$ cat config.mk
export PLATFORM = sky130hd
export DESIGN_NAME = pipeline_run_ctrl
export DESIGN_NICKNAME = d
export VERILOG_FILES = /design/src/rtl/pipeline_ctrl_pkg.sv /design/src/rtl/cycle_timer.sv /design/src/rtl/pipeline_run_ctrl.sv
export SDC_FILE = /design/constraint.sdc
export NUM_CORES = 1
export LEC_CHECK = 0
export CAP_MARGIN = 0
export CORE_MARGIN = 1
export CORE_UTILIZATION = 47
export CTS_CLUSTER_DIAMETER = 150
export DETAILED_ROUTE_END_ITERATION = 7
export PLACE_DENSITY = 0.77
export SYNTH_ARGS = -nofsm -noshare
export SYNTH_HDL_FRONTEND = slang
export SYNTH_SLANG_ARGS = --single-unit
$ cat constraint.sdc
create_clock -name clk -period 3.4 [get_ports clk]
set_clock_uncertainty 0.1 [all_clocks]
set_input_delay 0.34 -clock clk [delete_from_list [all_inputs] [get_ports clk]]
set_output_delay 0.34 -clock clk [all_outputs]
set_load 0.01 [all_outputs]
$ cat src/rtl/pipeline_ctrl_pkg.sv
// Shared definitions for the MIPS32 run controller: FSM state encoding and
// instruction-field constants/encoders used to build test programs.
package pipeline_ctrl_pkg;

    typedef enum logic [2:0] {
        ST_IDLE,
        ST_LOAD,
        ST_RESET_HOLD,
        ST_RUN,
        ST_DRAIN,
        ST_DONE
    } run_state_e;

    localparam logic [5:0] OP_RTYPE = 6'b000000;
    localparam logic [5:0] OP_LW    = 6'b100011;
    localparam logic [5:0] OP_SW    = 6'b101011;
    localparam logic [5:0] OP_BEQ   = 6'b000100;
    localparam logic [5:0] OP_J     = 6'b000010;

    localparam logic [5:0] FN_ADD = 6'b100000;
    localparam logic [5:0] FN_SUB = 6'b100010;
    localparam logic [5:0] FN_AND = 6'b100100;
    localparam logic [5:0] FN_OR  = 6'b100101;
    localparam logic [5:0] FN_NOR = 6'b100111;
    localparam logic [5:0] FN_SLT = 6'b101010;

    function automatic logic [31:0] enc_r(input logic [4:0] rs, input logic [4:0] rt,
                                          input logic [4:0] rd, input logic [5:0] funct);
        return {OP_RTYPE, rs, rt, rd, 5'd0, funct};
    endfunction

    function automatic logic [31:0] enc_i(input logic [5:0] op, input logic [4:0] rs,
                                          input logic [4:0] rt, input logic [15:0] imm);
        return {op, rs, rt, imm};
    endfunction

    function automatic logic [31:0] enc_j(input logic [25:0] target);
        return {OP_J, target};
    endfunction

endpackage

$ cat src/rtl/cycle_timer.sv
// Loadable down-counter with a zero flag; the controller reuses one instance
// for both the core-reset hold and the pipeline drain countdowns.
module cycle_timer #(
    parameter int W = 16
) (
    input  logic         clk,
    input  logic         rst,
    input  logic         load_i,
    input  logic [W-1:0] load_val_i,
    output logic         zero_o
);

    logic [W-1:0] cnt_q, cnt_d;

    // NOTE: combinational blocks assign a default first so no path leaves a latch.
    always_comb begin
        cnt_d = cnt_q;
        if (load_i) begin
            cnt_d = load_val_i;
        end else if (cnt_q != '0) begin
            cnt_d = cnt_q - 1'b1;
        end
    end

    // NOTE: state registers use non-blocking assignment so all flops update together.
    always_ff @(posedge clk or posedge rst) begin
        if (rst) begin
            cnt_q <= '0;
        end else begin
            cnt_q <= cnt_d;
        end
    end

    assign zero_o = (cnt_q == '0);

endmodule

$ cat src/rtl/pipeline_run_ctrl.sv
// Program loader and run sequencer for the five-stage MIPS32 core: streams a
// program into instruction memory, releases the core and watches the fetch PC.
module pipeline_run_ctrl
    import pipeline_ctrl_pkg::*;
#(
    parameter int ADDR_W       = 6,
    parameter int RST_CYCLES   = 2,
    parameter int DRAIN_CYCLES = 5,
    parameter int MAX_CYCLES   = 1024,
    parameter int CNT_W        = 16
) (
    input  logic              clk,
    input  logic              rst,
    input  logic              start,
    input  logic              ld_valid,
    output logic              ld_ready,
    input  logic [31:0]       ld_data,
    input  logic              ld_last,
    output logic              imem_we,
    output logic [ADDR_W-1:0] imem_addr,
    output logic [31:0]       imem_wdata,
    output logic              core_rst,
    input  logic [31:0]       core_pc,
    output logic              busy,
    output logic              done,
    output logic              timeout,
    output logic [CNT_W-1:0]  cycle_count,
    output logic [ADDR_W:0]   prog_len
);

    localparam logic [CNT_W-1:0] HOLD_LOAD  = CNT_W'(RST_CYCLES - 1);
    localparam logic [CNT_W-1:0] DRAIN_LOAD = CNT_W'(DRAIN_CYCLES - 1);
    localparam logic [CNT_W-1:0] MAX_CNT    = CNT_W'(MAX_CYCLES);

    run_state_e        state_q, state_d;
    logic [ADDR_W-1:0] ptr_q, ptr_d;
    logic              ld_ready_q, ld_ready_d;
    logic              imem_we_q, imem_we_d;
    logic [ADDR_W-1:0] imem_addr_q, imem_addr_d;
    logic [31:0]       imem_wdata_q, imem_wdata_d;
    logic              core_rst_q, core_rst_d;
    logic              busy_q, busy_d;
    logic              done_q, done_d;
    logic              timeout_q, timeout_d;
    logic [CNT_W-1:0]  count_q, count_d;
    logic [ADDR_W:0]   prog_len_q, prog_len_d;

    logic              tmr_load;
    logic [CNT_W-1:0]  tmr_val;
    logic              tmr_zero;
    logic              xfer;
    logic [31:0]       end_pc;

    cycle_timer #(
        .W(CNT_W)
    ) u_timer (
        .clk        (clk),
        .rst        (rst),
        .load_i     (tmr_load),
        .load_val_i (tmr_val),
        .zero_o     (tmr_zero)
    );

    assign xfer   = ld_valid && ld_ready_q;
    // First byte address past the loaded program.
    assign end_pc = 32'({prog_len_q, 2'b00});

    always_comb begin
        state_d      = state_q;
        ptr_d        = ptr_q;
        imem_we_d    = 1'b0;
        imem_addr_d  = imem_addr_q;
        imem_wdata_d = imem_wdata_q;
        timeout_d    = timeout_q;
        count_d      = count_q;
        prog_len_d   = prog_len_q;
        tmr_load     = 1'b0;
        tmr_val      = '0;

        unique case (state_q)
            ST_IDLE, ST_DONE: begin
                if (start) begin
                    state_d   = ST_LOAD;
                    ptr_d     = '0;
                    timeout_d = 1'b0;
                    count_d   = '0;
                end
            end
            ST_LOAD: begin
                if (xfer) begin
                    imem_we_d    = 1'b1;
                    imem_addr_d  = ptr_q;
                    imem_wdata_d = ld_data;
                    ptr_d        = ptr_q + 1'b1;
                    // Leave on the marked last word or when memory is full.
                    if (ld_last || (ptr_q == '1)) begin
                        prog_len_d = {1'b0, ptr_q} + 1'b1;
                        state_d    = ST_RESET_HOLD;
                        tmr_load   = 1'b1;
                        tmr_val    = HOLD_LOAD;
                    end
                end
            end
            ST_RESET_HOLD: begin
                if (tmr_zero) begin
                    state_d = ST_RUN;
                end
            end
            ST_RUN: begin
                count_d = count_q + 1'b1;
                if (core_pc >= end_pc) begin
                    state_d  = ST_DRAIN;
                    tmr_load = 1'b1;
                    tmr_val  = DRAIN_LOAD;
                end else if (count_d >= MAX_CNT) begin
                    timeout_d = 1'b1;
                    state_d   = ST_DONE;
                end
            end
            ST_DRAIN: begin
                count_d = count_q + 1'b1;
                if (tmr_zero) begin
                    state_d = ST_DONE;
                end
            end
            default: begin
                state_d = ST_IDLE;
            end
        endcase

        // Registered status flags are derived from the state being entered.
        ld_ready_d = (state_d == ST_LOAD);
        core_rst_d = !((state_d == ST_RUN) || (state_d == ST_DRAIN));
        busy_d     = (state_d == ST_LOAD) || (state_d == ST_RESET_HOLD) ||
                     (state_d == ST_RUN)  || (state_d == ST_DRAIN);
        done_d     = (state_d == ST_DONE);
    end

    always_ff @(posedge clk or posedge rst) begin
        if (rst) begin
            state_q      <= ST_IDLE;
            ptr_q        <= '0;
            ld_ready_q   <= 1'b0;
            imem_we_q    <= 1'b0;
            imem_addr_q  <= '0;
            imem_wdata_q <= '0;
            core_rst_q   <= 1'b1;
            busy_q       <= 1'b0;
            done_q       <= 1'b0;
            timeout_q    <= 1'b0;
            count_q      <= '0;
            prog_len_q   <= '0;
        end else begin
            state_q      <= state_d;
            ptr_q        <= ptr_d;
            ld_ready_q   <= ld_ready_d;
            imem_we_q    <= imem_we_d;
            imem_addr_q  <= imem_addr_d;
            imem_wdata_q <= imem_wdata_d;
            core_rst_q   <= core_rst_d;
            busy_q       <= busy_d;
            done_q       <= done_d;
            timeout_q    <= timeout_d;
            count_q      <= count_d;
            prog_len_q   <= prog_len_d;
        end
    end

    assign ld_ready    = ld_ready_q;
    assign imem_we     = imem_we_q;
    assign imem_addr   = imem_addr_q;
    assign imem_wdata  = imem_wdata_q;
    assign core_rst    = core_rst_q;
    assign busy        = busy_q;
    assign done        = done_q;
    assign timeout     = timeout_q;
    assign cycle_count = count_q;
    assign prog_len    = prog_len_q;

endmodule
==> results of run 1 <==
-- placed cells by master (no fill, tap or decap), types with 12 or more instances in the layout --
cell               n
a21oi_1           12
dfrtp_1           91
xnor2_1           17
nor4_1            15
clkdlybuf4s50_1  135
o21ai_0           24
inv_1             17
nor3_1            13
nand2_1          146
nor2_1            46
-- report_power, final --
part / switching, mW / internal [mW] / total, mW
registers: 0.304 / 1.47 / 1.77
logic: 1.04 / 0.962 / 2.01
clock network: 0.393 / 0.358 / 0.751
total: 1.74 / 2.79 / 4.53
-- per-stage QoR --
stage / cells / power (mW) / hold slack, ns / util [%]
3_3_place_gp: 728 / 3.700 / 0.3574 / 64.05
5_1_grt: 743 / 4.863 / 0.3461 / 66.22
4_1_cts: 743 / 4.564 / 0.3134 / 66.22
6_report: 743 / 4.531 / 0.2800 / 66.22
2_1_floorplan: 500 / 2.886 / 0.3454 / -
3_5_place_dp: 728 / 3.791 / 0.3661 / 64.05
-- per-layer routing --
layer	vias to the layer above	routed length (µm)	global-route usage [%]
li1	1930	-	-
met1	1911	4968	32.78
met2	105	5537	39.80
met3	21	510	4.076
met4	0	229	9.050
met5	-	0	0
-- critical path: cells and delay by family (launching register included) --
kind | cells | cell delay, ns
compound gates | 2 | 0.37
fa+ha+maj | 1 | 0.23
flops | 1 | 0.41
simple gates | 4 | 1.28
-- cells by family after synthesis --
kind of cell | count (synthesis)
AOI/OAI and AO/OA | 70
adders and majority gates | 10
buffers and inverters | 40
DFF | 92
muxes | 1
and+or+nand+nor | 261
xor gates and xnor gates | 26
-- flip-flops by register name, indices dropped and copies added (netlist names) --
| name | count |
|---|---|
| busy | 1 |
| core_rst | 1 |
| cycle_count | 16 |
| done | 1 |
| imem_addr | 6 |
| imem_wdata | 32 |
| imem_we | 1 |
| ld_ready | 1 |
| prog_len | 7 |
| ptr_q | 6 |
| state_q | 3 |
| timeout | 1 |
| u_timer.cnt_q | 16 |
-- path summary, 6_finish.rpt --
| check | from | end | depth (start not counted) |
|---|---|---|---|
| worst max register to register | cycle_count[0] | busy | 7 |
| worst min register to register | imem_addr[1] | imem_addr[1] | 2 |
| worst max-delay path | cycle_count[0] | busy | 7 |
| min in group clk | imem_addr[1] | imem_addr[1] | 2 |
| worst min-delay path | rst | cycle_count[3] | 2 |
| max in group asynchronous | rst | imem_addr[1] | 3 |
-- cell type report --
| cell class | instances | area share (%) |
|---|---|---|
| multi-input combinational | 368 | 32.61 |
| sequential | 92 | 37.83 |
| timing repair buffer | 139 | 22.89 |
| tap | 111 | 2.281 |
| clock inverter | 5 | 1.007 |
| clock buffer | 10 | 2.260 |
| inverter | 18 | 1.130 |
==> impl_metrics.toml, run 1 <==
[outcome]
status = "finished, final reports clean"

[floorplan]
design.core.area_mm2 = 0.009196
io_pins = 136
die_h_um = 99.27
chipWidth_um = 99.27
start_util_pct = 48.35
dieArea_mm2 = 0.009855
rows = 35

[clock_tree]
post_cts_buffers = 0
cts.clk_slew.worst_paths_ns = 0.10
cts-buffers-inserted = 9
cts_resized = 0
cts_buffer_depth = 2
cts_sinks = 92
clk_latency_ns = 0.36
cts_tree = "yes"
cts-htree-levels = 3
cts_root_buffer = "clkbuf_8"
cts_hold_buffers = 0

[synth]
synthFlopType = "dfrtp_1"
yosysTopAreaCell = "dfrtp_1"
synth_commonest_cells = "146 x nand2_1, 91 x dfrtp_1, 46 x nor2_1"
post-synth-top-count-cell = "nand2_1"
synth_seq_area_share_pct = 51.80
synth_fp_nets = 579
synth-edff-count = 0
synthSimpleGateAreaFrac_pct = 26.06
synthMuxAreaShare_pct = 0.2251
synth_compound_area_share_pct = 10.44
yosysUniqueCellTypes = 49
synth_top_family_by_area = "simple AND/OR/NAND/NOR gates"
synth_cells = 500
synth_warnings = 0
ys_top_cells_by_area = "dfrtp_1 51%, nand2_1 12%, nor2_1 3.9%, xnor2_1 3.3%, ha_1 2.8%"
post_synth.cell_area_avg_um2 = 8.894
synth_fa_ha_area_share_pct = 2.814
synth.top_cell.area_share_pct = 51.21
ys_ff_latch = 92
synth_xor_area_share_pct = 5.121
synth_area_mm2 = 0.004447
synth-async-reset-ratio_pct = 100.0

[layout]
multi_input_area_mm2 = 0.001986
fill_cells = 760
area_delta_synth_final_pct = 36.94
antenna_cells = 0
final_area_mm2 = 0.006090
drive_gt1_share_pct = 4.430
seq_area_mm2 = 0.002303
fin_nets = 707

[global_route]
grt_usage_pct = 24.35
grt_max_degree = 56
grt_antenna_before_repair = 0
grt_pass1_wl_um = 19020
grt-ovfl-total = 0
grt_pass1_vias = 3995

[critical_path]
cp_max_fo = 5
critical_path_required_ns = 3.60
arrival_ns = 2.66
cp-end-kind = "flop"
setup.worst_path.class = "reg2reg"
critPathLaunchType = "flop"
cp_slowest_cell = "or3b_4"
cpPeakStageDelay_ns = 0.45
r2r_slack_ns = 0.93
path_cells = "ha_1 -> nand4_1 -> nor3_1 -> a31oi_1 -> or3b_4 -> nor4_1 -> o31a_1"

[detailed_routing]
first_pass_iters = 4
first_iter_violations = 150
post_drt_wl_per_cell_um = 15.13
detail-route-antenna-nets = 0
finalWirelength_um = 11250
vias = 3967
avgViaCountPerCell = 5.339
drc = 0

[place]
port_buffers = 135
place_hpwl_um = 8068
postPlaceCellArea_mm2 = 0.005891
place_ws_ns = 0.6905
place_congestion = 0.8240

[timing]
period_needed_ns = 2.466
fin_ws_ns = 0.9345
tightest_slew_ns = 0.7134
setup_viol = 0
rsz0062_at_grt = "no"
tns_ns = 0
maxSlewHeadroom_pct = 52.12
hold_viol_final = 0
slew_violations = 0
period_share_pct = 72.52
fmax_mhz = 405.6

[worst_hold_path]
hold_class = "in2async"

[run]
drv_cap = 0

[power_and_ir_drop]
p_leak_nw = 2.731
p_per_area_mw_per_mm2 = 744.0
vdd_drop_max_uv = 415.5
Power figures use the tool's default switching activity.
==> inputs of run 2 (changes only) <==
- CORE_UTILIZATION: 47 -> 43
- PLACE_DENSITY: 0.77 -> 0.74
- clock period: 3.4 -> 2 ns (I/O delays scaled with it)
==> run 2 against run 1 <==
The flow now finishes with violations (negative setup slack). Cell count is 15% higher. Die area is 9.1% higher. Clock power is 73% higher. Sequential share of layout area is 5.5 points lower. Critical path depth stayed put. Core utilization is 5.6 points higher. Hold slack worse by 0.040 ns. First-iteration DRC count is 17% higher. Fmax is 11% higher. Via count is 11% higher. Combinational power is 140% higher.
==> impl_metrics.toml, run 2 (synthesis gave the netlist of run 1 again) <==
[outcome]
status = "finished, violations left"
violations = "negative setup slack"

[critical_path]
path_cells = "or4_4 -> or3_4 -> o311ai_4 -> buf_4 -> nor3_1 -> xnor2_1 -> nor2_1"
r2r-start = "u_timer.cnt_q[2]"
r2r_end = "u_timer.cnt_q[9]"
critical_path_required_ns = 2.17
setup.worst_path.class = "reg2reg"
critPathLaunchType = "flop"
r2r_slack_ns = -0.22
cp-end-kind = "flop"
setup.worst_path.end = "u_timer.cnt_q[9]"
path_depth = 7
critPathBufInv = 1
path_delay_family = "simple AND/OR/NAND/NOR gates"
cp_slowest_cell = "or4_4"
cp_max_fo = 2
cpPeakStageDelay_ns = 0.55
arrival_ns = 2.39
worstRegToRegCells = 7
critPathLaunch = "u_timer.cnt_q[2]"

[layout]
area_delta_synth_final_pct = 60.13
final_common_cell = "nand2_1"
antenna_cells = 0
final_area_mm2 = 0.007121
fin_nets = 798
most-common-layout-cells = "145 x nand2_1, 135 x clkdlybuf4s50_1, 90 x dfrtp_1"
seq_area_mm2 = 0.002305
fill_cells = 754
drive_gt1_share_pct = 21.30
multi_input_area_mm2 = 0.002232
largest_register_ff_count = 32
layout.cells.non_filler = 856

[detailed_routing]
finalWirelength_um = 12900
vias = 4386
drc = 0
detail-route-antenna-nets = 0
avgViaCountPerCell = 5.124
first_pass_iters = 4
first_iter_violations = 175
post_drt_wl_per_cell_um = 15.07

[clock_tree]
cts_tree = "yes"
cts_buffer_depth = 2
cts-htree-levels = 3
clk_latency_ns = 0.38
cts-buffers-inserted = 9
cts_root_buffer = "clkbuf_8"
cts.clk_slew.worst_paths_ns = 0.09
cts_sinks = 92

[floorplan]
dieArea_mm2 = 0.01075
die_h_um = 103.7
chipWidth_um = 103.7
design.core.area_mm2 = 0.009910
start_util_pct = 44.87
rows = 36
io_pins = 136

[power_and_ir_drop]
intPower_mw = 5.573
combPwrFrac_pct = 53.4
sequentialPowerShare_pct = 32.1
vdd_drop_max_uv = 621.6
swShare_pct = 37.83
clkPwrFrac_pct = 14.5
p_per_area_mw_per_mm2 = 1259
p_total_mw = 8.965
p_leak_nw = 3.269
power.switching_mw = 3.391

[global_route]
grt_pass1_vias = 4484
grt_antenna_before_repair = 0
grt_pass1_wl_um = 20790
grt_max_degree = 91
grt-ovfl-total = 0
grt_usage_pct = 24.09

[timing]
tns_ns = -2.979
hold_viol_final = 0
timing.hold.ws_ns = 0.2401
period_share_pct = 111.0
fin_ws_ns = -0.2202
fmax_mhz = 450.4
slew_violations = 0
period_needed_ns = 2.220
setup_viol = 21
rsz0062_at_grt = "yes"
tightest_slew_ns = 0.5139
maxSlewHeadroom_pct = 65.38

[worst_hold_path]
hold_class = "in2reg"
hold_path_depth = 3

[place]
postPlaceCellArea_mm2 = 0.006540
post-place-cells = 821
place_congestion = 0.8831
port_buffers = 135
place_hpwl_um = 8701

[run]
drv_cap = 0
## run 2: cell count changes in the layout (fill, tap and decap cells not counted), sizes merged
cell	delta
clkinvlp	-1
clkinv	+1
buf	+90
dlygate4sd3	+1
## run 2: per-layer routing
metal / global-route usage [%] / up-vias / share of wire [%]
met5: 0 / - / 0
met4: 10.10 / 0 / 2.1
met3: 4.468 / 27 / 4.3
met2: 41.23 / 117 / 51
met1: 29.92 / 2132 / 43
li1: - / 2110 / -
## run 2: worst min-delay path by stage
stage / slack [ns] / end / startpoint
6_report: 0.24 / imem_wdata[5] / ld_data[5]
3_5_place_dp: 0.35 / imem_wdata[4] / rst
2_1_floorplan: 0.21 / imem_wdata[0] / ld_data[0]
5_1_grt: 0.25 / imem_wdata[4] / ld_data[4]
3_3_place_gp: 0.34 / imem_wdata[4] / rst
4_1_cts: 0.23 / imem_wdata[5] / ld_data[5]
## run 2: cell type report
type	count	share of cell area, %
Clock buffer	10	1.933
Clock inverter	5	0.8434
Inverter	18	1.002
Multi-Input combinational cell	368	31.35
Sequential cell	92	32.37
Tap cell	133	2.337
Timing Repair Buffer	230	30.17
## run 2: power by group through the flow
stage	registers, mW	logic [mW]	clock network (mW)
CTS	2.87	4.55	1.31
global route	2.95	5.20	1.38
floorplan	3.13	1.83	0
global placement	2.87	4.17	0
detailed placement	2.89	4.30	0
finish	2.88	4.79	1.30
## run 2: metrics by stage
step           utilization [%]  worst slack, ns
6_report                 71.86          -0.2202
5_1_grt                  71.86          -0.2730
4_1_cts                  70.03          -0.2171
3_5_place_dp             66.00          -0.4516
3_3_place_gp             66.00          -0.3865
2_1_floorplan                -          -0.1884
## run 2: worst min-delay path: stages
cell,delay [ns]
clkdlybuf4s50_1,0.39
nand2_1,0.05
nand2_1,0.04
## run 2: timing repair
item                                    4_1_cts  5_1_grt
resized for setup                            17       27
gates cloned                                  1        0
hold endpoints to repair                      2        0
setup buffers                                10        9
hold buffers                                  1        0
pin swaps                                    11       10
endpoints found under the setup margin       24       29
